`config.mk`:
```
export PLATFORM = sky130hd
export DESIGN_NAME = pipe_hazard_ctrl
export DESIGN_NICKNAME = d
export VERILOG_FILES = /design/src/rtl/pipe_ctrl_pkg.sv /design/src/rtl/hazard_detect.sv /design/src/rtl/pipe_hazard_ctrl.sv
export SDC_FILE = /design/constraint.sdc
export NUM_CORES = 1
export LEC_CHECK = 0
export CAP_MARGIN = 10
export CORE_MARGIN = 2
export CORE_UTILIZATION = 48
export DETAILED_ROUTE_END_ITERATION = 7
export PLACE_DENSITY = 0.88
export SETUP_SLACK_MARGIN = 0.3
export SLEW_MARGIN = 0
export SYNTH_ARGS = -nofsm -noshare
export SYNTH_HDL_FRONTEND = slang
export SYNTH_SLANG_ARGS = --single-unit
```
`constraint.sdc`:
```
create_clock -name Clk -period 3.9 [get_ports Clk]
set_clock_uncertainty 0.15 [all_clocks]
set_input_delay 0.78 -clock Clk [delete_from_list [all_inputs] [get_ports Clk]]
set_output_delay 0.78 -clock Clk [all_outputs]
set_load 0.01 [all_outputs]
```
`src/rtl/pipe_ctrl_pkg.sv`:
```
// Shared definitions for the pipeline front-end control slice: FSM encoding,
// register-zero constant and the MIPS opcode/funct values the ID decoder uses.
package pipe_ctrl_pkg;

   typedef enum logic {
      ST_RUN     = 1'b0,
      ST_MD_BUSY = 1'b1
   } state_t;

   localparam logic [4:0] REG_ZERO   = 5'd0;

   localparam logic [5:0] OP_SPECIAL = 6'h00;
   localparam logic [5:0] FN_MFHI    = 6'h10;
   localparam logic [5:0] FN_MFLO    = 6'h12;
   localparam logic [5:0] FN_MULT    = 6'h18;
   localparam logic [5:0] FN_MULTU   = 6'h19;
   localparam logic [5:0] FN_DIV     = 6'h1a;
   localparam logic [5:0] FN_DIVU    = 6'h1b;

   // R-type funct codes that start the multiply/divide unit.
   function automatic logic is_md_start(input logic [5:0] opcode, input logic [5:0] funct);
      return (opcode == OP_SPECIAL) &&
             ((funct == FN_MULT) || (funct == FN_MULTU) ||
              (funct == FN_DIV)  || (funct == FN_DIVU));
   endfunction

   function automatic logic is_hilo_read(input logic [5:0] opcode, input logic [5:0] funct);
      return (opcode == OP_SPECIAL) && ((funct == FN_MFHI) || (funct == FN_MFLO));
   endfunction

endpackage

```
`src/rtl/hazard_detect.sv`:
```
// Combinational hazard terms: load-use against the ID instruction's sources,
// and the HI/LO interlock while the multiply/divide unit is busy.
module hazard_detect
   import pipe_ctrl_pkg::*;
(
   input  state_t     state,
   input  logic       IDEX_MemRead,
   input  logic [4:0] IDEX_Rt,
   input  logic [4:0] IFID_Rs,
   input  logic [4:0] IFID_Rt,
   input  logic       IFID_UsesRt,
   input  logic       IFID_MdStart,
   input  logic       IFID_ReadsHiLo,
   output logic       lu,
   output logic       md
);

   // $zero never carries a loaded value, so a load into it cannot create a hazard.
   assign lu = IDEX_MemRead && (IDEX_Rt != REG_ZERO) &&
               ((IDEX_Rt == IFID_Rs) || (IFID_UsesRt && (IDEX_Rt == IFID_Rt)));

   assign md = (state == ST_MD_BUSY) && (IFID_ReadsHiLo || IFID_MdStart);

endmodule

```
`src/rtl/pipe_hazard_ctrl.sv`:
```
// Front-end sequencing for the 5-stage pipeline: PC/IF-ID advance, hold or flush,
// ID/EX bubble injection, multiply/divide busy tracking and a stall counter.
module pipe_hazard_ctrl
   import pipe_ctrl_pkg::*;
#(
   parameter int MD_LAT = 4,
   parameter int CNT_W  = 16
) (
   input  logic             Clk,
   input  logic             Reset,
   input  logic             IDEX_MemRead,
   input  logic [4:0]       IDEX_Rt,
   input  logic [4:0]       IFID_Rs,
   input  logic [4:0]       IFID_Rt,
   input  logic             IFID_UsesRt,
   input  logic             IFID_MdStart,
   input  logic             IFID_ReadsHiLo,
   input  logic             PCsrc,
   output logic             PCWrite,
   output logic             enableIFIDReg,
   output logic             IFIDFlush,
   output logic             IDEXBubble,
   output logic             MdIssue,
   output logic             MdBusy,
   output logic [CNT_W-1:0] StallCycles
);

   localparam logic [3:0] MD_LOAD = 4'(MD_LAT - 1);

   state_t     state;
   logic [3:0] mdcnt;
   logic       lu;
   logic       md;

   hazard_detect u_hazard_detect (
      .state          (state),
      .IDEX_MemRead   (IDEX_MemRead),
      .IDEX_Rt        (IDEX_Rt),
      .IFID_Rs        (IFID_Rs),
      .IFID_Rt        (IFID_Rt),
      .IFID_UsesRt    (IFID_UsesRt),
      .IFID_MdStart   (IFID_MdStart),
      .IFID_ReadsHiLo (IFID_ReadsHiLo),
      .lu             (lu),
      .md             (md)
   );

   assign MdBusy = (state == ST_MD_BUSY);

   // Branch flush outranks stalls: the stalled ID instruction is on the wrong path.
   always_comb begin
      PCWrite       = 1'b1;
      enableIFIDReg = 1'b1;
      IFIDFlush     = 1'b0;
      IDEXBubble    = 1'b0;
      MdIssue       = 1'b0;
      if (Reset) begin
         PCWrite       = 1'b0;
         enableIFIDReg = 1'b0;
         IDEXBubble    = 1'b1;
      end else if (PCsrc) begin
         IFIDFlush  = 1'b1;
         IDEXBubble = 1'b1;
      end else if (lu || md) begin
         PCWrite       = 1'b0;
         enableIFIDReg = 1'b0;
         IDEXBubble    = 1'b1;
      end else if (IFID_MdStart && (state == ST_RUN)) begin
         MdIssue = 1'b1;
      end
   end

   always_ff @(posedge Clk or posedge Reset) begin
      if (Reset) begin
         state       <= ST_RUN;
         mdcnt       <= 4'd0;
         StallCycles <= '0;
      end else begin
         case (state)
            ST_RUN: begin
               if (MdIssue) begin
                  state <= ST_MD_BUSY;
                  mdcnt <= MD_LOAD;
               end
            end
            ST_MD_BUSY: begin
               // Counts down unconditionally; stalls and flushes do not pause the unit.
               if (mdcnt == 4'd1) begin
                  state <= ST_RUN;
                  mdcnt <= 4'd0;
               end else begin
                  mdcnt <= mdcnt - 4'd1;
               end
            end
            default: begin
               state <= ST_RUN;
               mdcnt <= 4'd0;
            end
         endcase
         if (!PCWrite && (StallCycles != {CNT_W{1'b1}}))
            StallCycles <= StallCycles + 1'b1;
      end
   end

endmodule

```
==> results of run 1 <==
-- cell type report --
| class | count | share of cell area [%] |
|---|---|---|
| timing repair buffer | 47 | 25.7 |
| inverter | 5 | 1.06 |
| clock buffer | 4 | 1.48 |
| sequential | 21 | 29.6 |
| multi-input combinational | 90 | 40.0 |
| tap | 30 | 2.12 |
-- worst reg2reg max path, delay by kind of cell (launching register included) --
family | cells | cell delay [ns]
flops | 1 | 0.48
mux | 1 | 0.30
simple gates | 5 | 1.04
-- synthesized netlist by cell type, drive strengths merged --
cell type / number
dfrtp: 21
xnor2: 15
nand2: 10
xor2: 9
nand3: 8
nor2: 8
nand4: 6
and4: 5
inv: 5
and3: 4
ha: 3
nand2b: 3
o21ai: 3
a31o: 2
buf: 2
mux2: 2
nor3: 2
a22oi: 1
a32oi: 1
and2: 1
clkbuf: 1
nand4b: 1
nor3b: 1
nor4: 1
o211ai: 1
o21a: 1
o21ba: 1
or4: 1
-- sequential cells by signal, indices dropped and copies added (netlist names) --
signal and flops:
StallCycles 16, mdcnt 4, MdBusy 1
-- stage by stage --
stage               setup WS, ns  power, mW
finish                     0.415      0.827
global route               0.303      0.884
CTS                        0.427      0.832
detailed placement        0.0710      0.726
global placement           0.137      0.705
floorplan                  0.957      0.559
-- routing by layer --
metal	up-vias	GRT usage, %	routed length (um)
li1	515	-	-
met1	542	28.0	1360
met2	28	35.2	1590
met3	6	4.45	114
met4	0	6.62	46
met5	-	0	0
-- power by group through the flow --
stage | clock, mW | sequential [mW] | combinational (mW)
after CTS | 0.111 | 0.349 | 0.372
after detailed placement | 0 | 0.354 | 0.372
after global routing | 0.117 | 0.362 | 0.405
final | 0.109 | 0.350 | 0.368
after global placement | 0 | 0.344 | 0.361
after floorplan | 0 | 0.349 | 0.210
-- timing repair --
action / in CTS / in global routing
gates resized for setup: 6 / 1
pin swaps: 3 / 2
endpoints found under the setup margin: 4 / 1
setup buffers: 1 / 0
hold buffers: 0 / 0
-- path summary, 6_finish.rpt --
| path | endpoint | depth (start not counted) | startpoint | slack (ns) |
|---|---|---|---|---|
| min in group asynchronous | mdcnt[1] | 3 | Reset | 0.75 |
| max in group asynchronous | StallCycles[2] | 3 | Reset | 2.63 |
| max | MdIssue | 7 | IDEX_Rt[3] | 0.41 |
| max reg2reg | StallCycles[1] | 6 | StallCycles[2] | 1.86 |
| min reg2reg | StallCycles[5] | 1 | StallCycles[5] | 0.36 |
| min | StallCycles[5] | 1 | StallCycles[5] | 0.36 |
-- logic make-up (layout without fill, tap and decap cells) --
logic type                 Yosys count  after routing
and+or+nand+nor                     51             51
xor gates and xnor gates            24             24
DFF                                 21             21
AOI/OAI and AO/OA                   10             10
buffers and inverters                8             56
adders and majority gates            3              3
muxes                                2              2
==> out/metrics.yaml, run 1 <==
status: "finished, final reports clean"
synthAdderAreaFrac_pct: 2.96
row_count: 18
power_leakage_nw: 0.792
post_dp_cell_area_um2: 1740
period_needed_ns: 3.49
drive_gt1_share_pct: 14.4
crit_chain: "clkdlybuf4s50_1, or4_1, o21ai_2, o21ba_2, nand3_2, inv_1, dlygate4sd2_1"
clockBufferDepth: 2
postLayoutCoreUtil_pct: 71.0
clock_insertion_delay_worst_skew_ns: 0.31
synth_area_leaders: "dfrtp_1 (41%), xnor2_1 (10%), xor2_1 (6.2%), ha_1 (3.0%), nand4_2 (3.0%)"
mostFrequentLayoutCells: "clkdlybuf4s50_1 (37), dfrtp_1 (21), xnor2_1 (15), xor2_1 (9), nand2_1 (9)"
grt_pass1_vias: 1092
path_max_fanout: 3
grt_pass1_wl_mm: 5.23
antenna_cells: 0
cts-root-buf: "clkbuf_4"
critPathKind: "primary input to output port"
netlist_area_um2: 1270
clk_pin_slew_ns: 0.12
synth_top_family_by_area: "simple AND/OR/NAND/NOR gates"
cts_tree: "yes"
yosys.area_share.simple_pct: 26.4
nets: 193
fmax_mhz: 287
initial_core_util_pct: 50.8
gp_congestion: 0.791
area_growth_pct: 39.8
via_per_inst: 5.54
wl_per_cell_um: 15.8
muxShareOfSynthArea_pct: 2.37
cp.arrival_ns: 2.56
path_buf_inv: 3
design.core.area_um2: 2500
fillCellCount: 184
synth-seq-cells: 21
clock_sinks: 21
syn_nets: 144
stdcell_count: 197
first_pass_iters: 4
relSlewSlack_pct: 80.8
postRouteAntennaNets: 0
dp_hpwl_mm: 2.34
totalWireLength_mm: 3.11
max_stage_delay_ns: 0.54
combPwrFrac_pct: 44.5
fp.dieW_um: 55.4
regArea_um2: 526
numCtsBuffers: 3
maxCapViolCount: 0
swShare_pct: 37.6
track_usage_pct: 21.3
mostFrequentLayoutCell: "clkdlybuf4s50_1"
io_pins: 44
hold_viol_final: 0
syn_inst: 119
synth_warnings: 0
multi_input_area_um2: 709
cp.required_ns: 2.97
yosys.area.top_type: "dfrtp_1"
crit_path_top_delay_cell: "or4_1"
finalCritPeriodShare_pct: 89.4
slew_violations: 0
grt_max_degree: 22
dp.cells: 192
ys_types: 37
avgSynthCellArea_um2: 10.7
ir_worst_vdd_uv: 382
whs_ns: 0.358
first_iter_violations: 39
dieArea_um2: 3070
p_switching_uw: 311
grt_antenna_before_repair: 0
die_h_um: 55.4
p_seq_share_pct: 42.2
setup_viol: 0
hp-class: "flip-flop to flip-flop"
worst_setup_path_start_kind: "primary input"
synth_top_area_share_pct: 41.4
port_buffers: 43
setup_tns_ns: 0
cts_max_level: 1
end_kind: "output port"
p_per_area_nw_per_um2: 466
synth-seq-area-share_pct: 41.4
synth_compound_area_share_pct: 7.00
tightest_slew_ns: 0.288
synth_xor_area_share_pct: 16.6
fin_area_um2: 1770
num_vias: 1091
remaining_drc_errors: 0
p_int_uw: 516
path_delay_family: "buffers and inverters"
rsz0062_at_grt: "no"
power_frac_clock_pct: 13.2
grt-ovfl-total: 0
Power figures use the tool's default switching activity.
==> run 2, diff against run 1 <==
--- a/config.mk
+++ b/config.mk
@@ -9,6 +9,7 @@
 export CORE_MARGIN = 2
 export CORE_UTILIZATION = 48
 export DETAILED_ROUTE_END_ITERATION = 7
+export GPL_TIMING_DRIVEN = 0
 export PLACE_DENSITY = 0.88
 export SETUP_SLACK_MARGIN = 0.3
 export SLEW_MARGIN = 0
==> out/metrics.yaml, run 2 (same netlist as run 1, synthesis figures left out) <==
status: "finished, final reports clean"  # unchanged
ir_worst_vdd_uv: 400  # was 382 uV
totalWireLength_mm: 3.12  # was 3.11 mm
power_leakage_nw: 0.807  # was 0.792 nW
clock_sinks: 21  # unchanged
period_needed_ns: 3.48  # was 3.49 ns
relSlewSlack_pct: 64.5  # was 80.8%
clk_pin_slew_ns: 0.12  # about the same
max_flop_register: "StallCycles"  # unchanged
initial_core_util_pct: 50.8  # unchanged
slew_violations: 0  # unchanged
ff2ff_path_depth: 6  # unchanged
multi_input_area_um2: 721  # was 709 um^2
combPwrFrac_pct: 47.1  # was 44.5%
rsz0062_at_grt: "no"  # unchanged
cp.required_ns: 2.97  # about the same
whs_ns: 0.345  # was 0.358 ns
design.core.area_um2: 2500  # unchanged
port_buffers: 43  # unchanged
cp.arrival_ns: 2.55  # was 2.56 ns
cts_tree: "yes"  # unchanged
clockBufferDepth: 2  # unchanged
nets: 196  # was 193
cts_hold_buf: 0  # unchanged
p_per_area_nw_per_um2: 465  # was 466 nW/um^2
first_pass_iters: 6  # was 4
wl_per_cell_um: 15.6  # was 15.8 um
first_iter_violations: 31  # was 39
p_switching_uw: 311  # about the same
min_path_cells: 1  # unchanged
grt_max_degree: 12  # was 22
clock_insertion_delay_worst_skew_ns: 0.30  # was 0.31 ns
worst_setup_path_start_kind: "primary input"  # unchanged
largest_reg_flops: 16  # unchanged
grt-ovfl-total: 0  # unchanged
setup_tns_ns: 0  # unchanged
maxCapViolCount: 0  # unchanged
row_count: 18  # unchanged
drive_gt1_share_pct: 17.1  # was 14.4%
r2r_slack_ns: 1.89  # was 1.86 ns
hold_viol_final: 0  # unchanged
area_growth_pct: 42.3  # was 39.8%
dp_hpwl_mm: 2.31  # was 2.34 mm
hp-class: "flip-flop to flip-flop"  # unchanged
reg2reg_from: "StallCycles[2]"  # unchanged
track_usage_pct: 21.5  # was 21.3%
gp_congestion: 0.745  # was 0.791
p_seq_share_pct: 40.2  # was 42.2%
power_uw: 840  # was 827 uW
worstHoldStart: "StallCycles[10]"  # was StallCycles[5]
remaining_drc_errors: 0  # unchanged
fmax_mhz: 288  # was 287 MHz
numCtsBuffers: 3  # unchanged
io_pins: 44  # unchanged
die_h_um: 55.4  # unchanged
hold_end: "StallCycles[10]"  # was StallCycles[5]
end_kind: "output port"  # unchanged
antenna_cells: 0  # unchanged
path_max_fanout: 6  # was 3
cts_max_level: 1  # unchanged
fp.dieW_um: 55.4  # unchanged
tightest_slew_ns: 0.529  # was 0.288 ns
fillCellCount: 182  # was 184
setup_viol: 0  # unchanged
dieArea_um2: 3070  # unchanged
swShare_pct: 37.0  # was 37.6%
grt_pass1_vias: 1082  # was 1092
cts-root-buf: "clkbuf_4"  # unchanged
finalCritPeriodShare_pct: 89.1  # was 89.4%
num_vias: 1077  # was 1091
mostFrequentLayoutCell: "clkdlybuf4s50_1"  # unchanged
grt_antenna_before_repair: 0  # unchanged
power_frac_clock_pct: 12.7  # was 13.2%
mostFrequentLayoutCells: "clkdlybuf4s50_1 (34), dfrtp_1 (21), xnor2_1 (15), xor2_1 (9), nand2_1 (9)"  # was clkdlybuf4s50_1 (37), dfrtp_1 (21), xnor2_1 (15), xor2_1 (9), nand2_1 (9)
p_int_uw: 529  # was 516 uW
postRouteAntennaNets: 0  # unchanged
grt_pass1_wl_mm: 5.18  # was 5.23 mm
r2r_end: "StallCycles[1]"  # unchanged
critPathKind: "primary input to output port"  # unchanged
regArea_um2: 526  # unchanged
via_per_inst: 5.39  # was 5.54
==> run 2: final cells by class <==
type / instances / share of cell area (%)
multi-input combinational: 90 / 39.9
sequential: 21 / 29.1
timing repair buffer: 46 / 24.7
tap: 30 / 2.08
clock buffer: 4 / 1.46
buffer: 3 / 1.25
inverter: 5 / 1.25
timing repair inverter: 1 / 0.277
==> run 2: worst max-delay path by stage <==
| stage | startpoint | endpoint | depth (start not counted) |
|---|---|---|---|
| 6_report | IFID_Rt[4] | MdIssue | 8 |
| 3_5_place_dp | IDEX_Rt[4] | enableIFIDReg | 9 |
| 5_1_grt | Reset | IFIDFlush | 5 |
| 2_1_floorplan | IDEX_Rt[4] | enableIFIDReg | 7 |
| 3_3_place_gp | IDEX_Rt[4] | enableIFIDReg | 9 |
| 4_1_cts | IFID_Rt[0] | enableIFIDReg | 9 |
==> run 2: critical path, stage by stage <==
cell             delay [ns]
clkdlybuf4s50_1        0.41
xor2_1                 0.15
nor4_2                 0.31
a32oi_2                0.19
o21ba_2                0.25
nand3_2                0.13
inv_1                  0.05
dlygate4sd2_1          0.28
==> run 2: what timing repair did <==
action / 4_1_cts / 5_1_grt
resized for setup: 11 / 4
pin swaps: 4 / 3
gates cloned: 1 / 0
setup endpoints to repair: 5 / 2
buffers inserted: 2 / 1
==> run 2: stage by stage <==
| step | std cells | utilization (%) | worst slack, ns | cell area, um^2 |
|---|---|---|---|---|
| 2_1_floorplan | 119 | - | 0.957 | 1270 |
| 3_3_place_gp | 192 | 69.5 | -0.0920 | 1740 |
| 3_5_place_dp | 192 | 69.5 | -0.180 | 1740 |
| 4_1_cts | 199 | 71.9 | 0.305 | 1800 |
| 5_1_grt | 200 | 72.2 | 0.303 | 1810 |
| 6_report | 200 | 72.2 | 0.424 | 1810 |
==> run 2: per-layer routing <==
layer  wire length [um]  up-vias  GRT usage, %
met5                  0        -             0
met4                 36        0          5.92
met3                 97        7          4.92
met2               1690       20          39.5
met1               1290      528          24.7
li1                   -      522             -
==> run 2: power by group through the flow <==
stage / logic, mW / clock network [mW] / registers [mW]
finish: 0.396 / 0.107 / 0.338
detailed placement: 0.391 / 0 / 0.342
global route: 0.432 / 0.119 / 0.349
CTS: 0.398 / 0.108 / 0.338
floorplan: 0.210 / 0 / 0.349
global placement: 0.374 / 0 / 0.336
